<file path="src/rtl/aes_spi_ctrl_pkg.sv">
// Shared types and constants for the SPI-driven AES sequencer.
package aes_pkg;

  localparam int KEY_W = 128;
  localparam int BLK_W = 128;

  // Bit positions inside the published status byte
  localparam int STAT_VALID   = 0;
  localparam int STAT_TIMEOUT = 1;
  localparam int STAT_OVERRUN = 2;
  localparam int STAT_BUSY    = 3;
  localparam int STAT_SEQ_LSB = 4;

  typedef enum logic [1:0] {
    IDLE   = 2'd0,
    SETTLE = 2'd1,
    START  = 2'd2,
    RUN    = 2'd3
  } ctrl_state_t;

  typedef struct packed {
    logic [3:0] seq;
    logic       busy;
    logic       overrun;
    logic       timeout;
    logic       valid;
  } status_t;

endpackage

</file>
<file path="src/rtl/aes_spi_ctrl_if.sv">
// Controller <-> AES core handshake. The controller is the master.
interface aes_spi_ctrl_if #(
  parameter int KEY_W = aes_pkg::KEY_W,
  parameter int BLK_W = aes_pkg::BLK_W
);

  logic             core_start;
  logic [KEY_W-1:0] core_key;
  logic [BLK_W-1:0] core_pt;
  logic             core_done;
  logic [BLK_W-1:0] core_ct;

  modport master (
    output core_start,
    output core_key,
    output core_pt,
    input  core_done,
    input  core_ct
  );

  modport slave (
    input  core_start,
    input  core_key,
    input  core_pt,
    output core_done,
    output core_ct
  );

endinterface

</file>
<file path="src/rtl/aes_spi_ctrl.sv">
// Sequences one AES encryption per SPI transaction and publishes
// ciphertext plus status on full_miso for the next transaction.
//
// state  | meaning
// IDLE   | waiting for end of an SPI transaction (spi_done rise)
// SETTLE | one cycle for full_mosi to settle; key/pt latched on exit
// START  | core_start pulse, timer cleared
// RUN    | waiting for core_done or timeout
module aes_spi_ctrl #(
  parameter int KEY_W   = aes_pkg::KEY_W,
  parameter int BLK_W   = aes_pkg::BLK_W,
  parameter int N       = KEY_W + BLK_W,
  parameter int TIMEOUT = 64
) (
  input  logic           clk,
  input  logic           reset,
  input  logic           spi_done,
  input  logic [N-1:0]   full_mosi,
  output logic [N-1:0]   full_miso,
  aes_spi_ctrl_if.master core
);

  import aes_pkg::*;

  localparam int TW   = $clog2(TIMEOUT + 1);
  localparam int PADW = N - BLK_W - 8;

  ctrl_state_t      state_q, state_d;
  logic             spi_done_q;
  logic             rise;
  logic [TW-1:0]    timer_q, timer_d;
  logic             timer_hit;
  logic [KEY_W-1:0] key_q, key_d;
  logic [BLK_W-1:0] pt_q, pt_d;
  logic [BLK_W-1:0] result_q, result_d;
  status_t          stat_q, stat_d;
  logic [N-1:0]     miso_q, miso_d;
  logic [7:0]       status_byte;

  assign rise      = spi_done & ~spi_done_q;
  assign timer_hit = (timer_q == TW'(TIMEOUT - 1));

  // State and datapath registers
  always_ff @(posedge clk) begin
    if (reset) begin
      state_q    <= IDLE;
      spi_done_q <= 1'b1;
      timer_q    <= '0;
      key_q      <= '0;
      pt_q       <= '0;
      result_q   <= '0;
      stat_q     <= '0;
      miso_q     <= '0;
    end else begin
      state_q    <= state_d;
      spi_done_q <= spi_done;
      timer_q    <= timer_d;
      key_q      <= key_d;
      pt_q       <= pt_d;
      result_q   <= result_d;
      stat_q     <= stat_d;
      miso_q     <= miso_d;
    end
  end

  // Next-state decision
  always_comb begin
    state_d = state_q;
    unique case (state_q)
      IDLE:    if (rise) state_d = SETTLE;
      SETTLE:  state_d = START;
      START:   state_d = RUN;
      RUN:     if (core.core_done || timer_hit) state_d = IDLE;
      default: state_d = IDLE;
    endcase
  end

  // Outputs and datapath next values; completion beats timeout in RUN
  always_comb begin
    key_d    = key_q;
    pt_d     = pt_q;
    result_d = result_q;
    stat_d   = stat_q;
    timer_d  = timer_q;
    unique case (state_q)
      SETTLE: begin
        key_d          = full_mosi[N-1:BLK_W];
        pt_d           = full_mosi[BLK_W-1:0];
        stat_d.valid   = 1'b0;
        stat_d.timeout = 1'b0;
        stat_d.overrun = 1'b0;
      end
      START: timer_d = '0;
      RUN: begin
        if (timer_q != '1) timer_d = timer_q + TW'(1);
        if (core.core_done) begin
          result_d     = core.core_ct;
          stat_d.valid = 1'b1;
          stat_d.seq   = stat_q.seq + 4'd1;
        end else if (timer_hit) begin
          stat_d.timeout = 1'b1;
          stat_d.valid   = 1'b0;
        end
      end
      default: ;
    endcase
    // A transaction ending mid-op is dropped but remembered; set wins over the SETTLE clear
    if (rise && (state_q != IDLE)) stat_d.overrun = 1'b1;
    stat_d.busy = (state_d != IDLE);

    status_byte                       = '0;
    status_byte[STAT_VALID]           = stat_q.valid;
    status_byte[STAT_TIMEOUT]         = stat_q.timeout;
    status_byte[STAT_OVERRUN]         = stat_q.overrun;
    status_byte[STAT_BUSY]            = stat_q.busy;
    status_byte[STAT_SEQ_LSB +: 4]    = stat_q.seq;

    // Only refresh the shift word while the slave is idle
    miso_d = spi_done ? {result_q, {PADW{1'b0}}, status_byte} : miso_q;

    core.core_start = (state_q == START);
  end

  assign core.core_key = key_q;
  assign core.core_pt  = pt_q;
  assign full_miso     = miso_q;

endmodule

</file>
<file path="src/flat_wrapper.sv">
// flat-port wrapper written by rule: the top's interface ports become plain ports
module aes_spi_ctrl_flat import aes_pkg::*;
#(
  parameter int KEY_W   = aes_pkg::KEY_W,
  parameter int BLK_W   = aes_pkg::BLK_W,
  parameter int N       = KEY_W + BLK_W,
  parameter int TIMEOUT = 64
)
  (clk, reset, spi_done, full_mosi, full_miso, core_core_start, core_core_key, core_core_pt, core_core_done, core_core_ct);
  aes_spi_ctrl_if #(.KEY_W(KEY_W), .BLK_W(BLK_W)) core_i ();
  input  logic clk;
  input  logic reset;
  input  logic spi_done;
  input  logic [N-1:0] full_mosi;
  output logic [N-1:0] full_miso;
  output wire logic [$bits(core_i.core_start)-1:0] core_core_start;
  output wire logic [$bits(core_i.core_key)-1:0] core_core_key;
  output wire logic [$bits(core_i.core_pt)-1:0] core_core_pt;
  input wire logic [$bits(core_i.core_done)-1:0] core_core_done;
  input wire logic [$bits(core_i.core_ct)-1:0] core_core_ct;
  assign core_core_start = core_i.core_start;
  assign core_core_key = core_i.core_key;
  assign core_core_pt = core_i.core_pt;
  assign core_i.core_done = core_core_done;
  assign core_i.core_ct = core_core_ct;
  aes_spi_ctrl #(.KEY_W(KEY_W), .BLK_W(BLK_W), .N(N), .TIMEOUT(TIMEOUT)) u_core (.clk(clk), .reset(reset), .spi_done(spi_done), .full_mosi(full_mosi), .full_miso(full_miso), .core(core_i));
endmodule
</file>
<file path="config.mk">
export PLATFORM = sky130hd
export DESIGN_NAME = aes_spi_ctrl_flat
export DESIGN_NICKNAME = d
export VERILOG_FILES = /design/src/rtl/aes_spi_ctrl_pkg.sv /design/src/rtl/aes_spi_ctrl_if.sv /design/src/rtl/aes_spi_ctrl.sv /design/src/flat_wrapper.sv
export SDC_FILE = /design/constraint.sdc
export NUM_CORES = 1
export LEC_CHECK = 0
export CORE_AREA = 2 2 347 349
export DETAILED_ROUTE_END_ITERATION = 8
export DIE_AREA = 0 0 349 351
export PLACE_DENSITY = 0.5
export SLEW_MARGIN = 25
export SYNTH_ARGS = -nofsm -noshare
export SYNTH_HDL_FRONTEND = slang
export SYNTH_SLANG_ARGS = --single-unit
</file>
<file path="constraint.sdc">
create_clock -name clk -period 2.27 [get_ports clk]
set_input_delay 0.454 -clock clk [delete_from_list [all_inputs] [get_ports clk]]
set_output_delay 0.454 -clock clk [all_outputs]
set_load 0.05 [all_outputs]
</file>
==> impl_results.md <==
- Most frequent cells after synthesis: nand2_1, dfxtp_1, a21oi_1
- Detail Route Antenna Nets: 0
- Met3 WL post-DR: between 7 and 8 mm
- Fin Setup TNS: 0 ns
- Final Max Slew Viols: 0
- Mean Syn Cell Area: 8.41 sq um
- Top layer used by detailed routing: met4
- Predominant post-synthesis flop cell: dfxtp_1
- Worst hold stages: 2
- Buf+Inv Stages, Crit Path: 1
- Crit path kind: flop to output pin
- Final RePlAce weighted congestion: ~0.81
- Met1 wire length: between 30 and 40 mm
- Max IR drop VDD: 0.000611 V
- GRT Total Usage: 12.0%
- Post-synth EDFFs: 0
- Share of cells above drive strength 1: 8.01%
- Min-delay worst type: primary input to flop
- Row count: between 100 and 150
- Relative slew slack: between 50% and 60%
- Clk slew on worst S/H paths: 0.06 ns
- # clock sinks: roughly 540
- Core footprint: around 0.12 sq mm
- Min Tclk post-route: 2.19 ns
- CTS Buf Count: 69
- Arr. time, crit path: ~1.7 ns
- Synth area leader: dfxtp_1
- Hold path endpoint: u_core.full_miso[213]$_SDFFE_PP0P_
- H-tree depth: 3
- DR vias: between 15000 and 20000
- Leakage: around 13 nW
- Crit end category: output pin
- Number of max-cap violations: 0
- Largest net degree at the start of global routing: 57
- RSZ-0062 raised after global routing: no
- Nets: roughly 3500
- Clock skew: between 0.03 and 0.04 ns
- Drc violations: 0
- IO Pins: 901
- Area grow syn2layout: 60.0%
- Max incr delay on CP: around 0.8 ns
- Antenna violations before repair: 5
- Number of setup violations in the final report: 0
- FF-to-FF setup slack: slightly above 0.5 ns
- Vias in the first global route: 17000
- Crit path cell chain: clkdlybuf4s50_1
- Period utilization: between 90% and 100%
- Filler cells: between 10000 and 15000
- Die W: 349 microns
- Startpoint class of the critical path: flop
- Worst-case reg-to-reg path depth: 6
- CTS root buf: clkbuf_16
- Tot Pwr: 25.2 mW
- Post-CTS setup buffers: 0
- Clk_lat worst skew: 0.65 ns
- Top cell type's share of synthesized area: approximately 55%
- Slew @ Worst Pin: roughly 0.64 ns
- I/O Buffers: between 700 and 800
- DP Wirelength: approximately 58 mm
- Async set or reset register ratio after synthesis: 0%
- GR Overflow Total: 0
- Critical path peak fanout: 2
- Vias per std cell: ~3.8
- Length of the first detailed-routing pass in iterations: 5
- Count leader, synth: nand2_1
- Sequential share of the synthesized area: between 50 and 60%
- Die height: 351 microns
- Initial core utilization: between 15 and 20%
- Status: finished clean
- Clock Path Buffers: 3
- FF-to-FF Start: u_core.state_q[0]$_SDFF_PP0_
- CTS tree: yes
- Required time of the critical path: about 1.8 ns
- Flops & latches, synth: 538
- Fin. Hold Viols: 0
- Cells after Synth: 2316
- Drt wl/cell: around 17 microns
- Die ar.: 0.122 sq mm
- Wire length on met2: between 30 and 40 mm
- Crit path launch: u_core.core.core_key[19]$_SDFFE_PP0P_
- Post-Syn Area: just under 0.02 sq mm
- Fmax: ~0.46 GHz
- DR iter-0 viols: roughly 800
- FF-to-FF End: u_core.core.core_pt[97]$_SDFFE_PP0P_
- Crit-path slowest cell: clkdlybuf4s50_1
- Largest cells by area after synthesis: dfxtp_1, nand2_1, a21oi_1
- Synth cell types: 37
- Yosys warns: 0
- First-pass GRT wire length: 111 mm
- Pwr per Cell Area: around 810 mW/mm^2
- Crit path max-delay family: buffers and inverters
- Worst min-delay path startpoint: reset
- Routed WL: ~80 mm
[power by group]
part | total [mW] | internal (mW) | switching [mW]
Sequential | 9.86 | 9.72 | 0.137
Combinational | 3.69 | 1.27 | 2.42
Clock | 11.7 | 7.05 | 4.62
Total | 25.2 | 18.0 | 7.18
[what timing repair did]
item / 4_1_cts / 5_1_grt
resized for setup: 351 / 4
hold buffers: 0 / 0
setup endpoints to repair: 351 / 4
endpoints found under the hold margin: 0 / 0
[registers in the layout (all words and copies together), names as in the netlist]
signal	cells
u_core.core.core_pt	128
u_core.result_q	128
u_core.spi_done_q	1
u_core.core.core_key	128
u_core.timer_q	7
u_core.state_q	2
u_core.stat_q	8
u_core.full_miso	136
[stage by stage]
stage | setup slack (ns) | utilization, % | area (sq um) | instances | hold WS, ns
3_3_place_gp | 0.294 | 24.5 | 29100 | 4571 | 0.441
5_1_grt | 0.00160 | 26.2 | 31200 | 4700 | 0.149
6_report | 0.0824 | 26.2 | 31200 | 4700 | 0.178
4_1_cts | 0.000237 | 26.2 | 31100 | 4695 | 0.130
3_5_place_dp | 0.251 | 24.5 | 29100 | 4571 | 0.446
2_1_floorplan | 0.426 | - | 19900 | 2435 | 0.436
[worst max path at each step]
stage,endpoint,slack (ns),depth (start not counted)
6_report,core_core_key[19],0.08,1
4_1_cts,core_core_key[127],0.0002,1
5_1_grt,core_core_key[28],0.002,1
3_5_place_dp,u_core.result_q[22]$_SDFFE_PP0P_,0.25,6
3_3_place_gp,u_core.result_q[44]$_SDFFE_PP0P_,0.29,6
2_1_floorplan,u_core.timer_q[4]$_SDFFE_PP0P_,0.43,4
[cells by family (layout without fill, tap and decap cells)]
group | Yosys count | after routing | synth area share (%)
compound gates | 404 | 404 | 10.5
xor+xnor | 4 | 4 | 0.180
fa+ha+maj | 2 | 2 | 0.128
buf+inv | 284 | 996 | 8.22
flops | 538 | 538 | 55.3
mux | 137 | 137 | 7.05
other cells | 1 | 125 | 0.0193
simple gates | 946 | 946 | 18.6
[layout make-up]
cell class,instances,area [sq um],share of cell area (%)
sequential,538,10800,34.6
timing repair buffer,871,8380,26.9
clock buffer,101,2050,6.57
multi-input combinational,1613,7580,24.3
clock inverter,23,427,1.37
antenna,5,12.5,0.0402
inverter,1,3.75,0.0120
tap,1548,1940,6.22
[routing by layer]
metal	GRT usage, %	vias to the layer above
met5	0	-
met4	3.50	0
met3	5.59	96
met2	19.9	568
met1	13.6	8155
li1	-	8807
[placed cells by master, fill, tap and decap left out, types with 3 or more instances in the layout]
cell type	count
nand2_1	775
dfxtp_1	538
a21oi_1	393
clkdlybuf4s50_1	389
dlygate4sd2_1	351
nor2_1	145
mux2i_1	136
conb_1	120
buf_4	94
clkbuf_16	69
buf_12	32
clkbuf_8	21
clkbuf_1	12
clkinv_2	8
bufinv_16	6
diode_2	5
nand3_1	5
clkinv_16	5
nor3_1	4
or2_2	3
dlymetal6s2s_1	3
(Power assumes the default switching activity.)
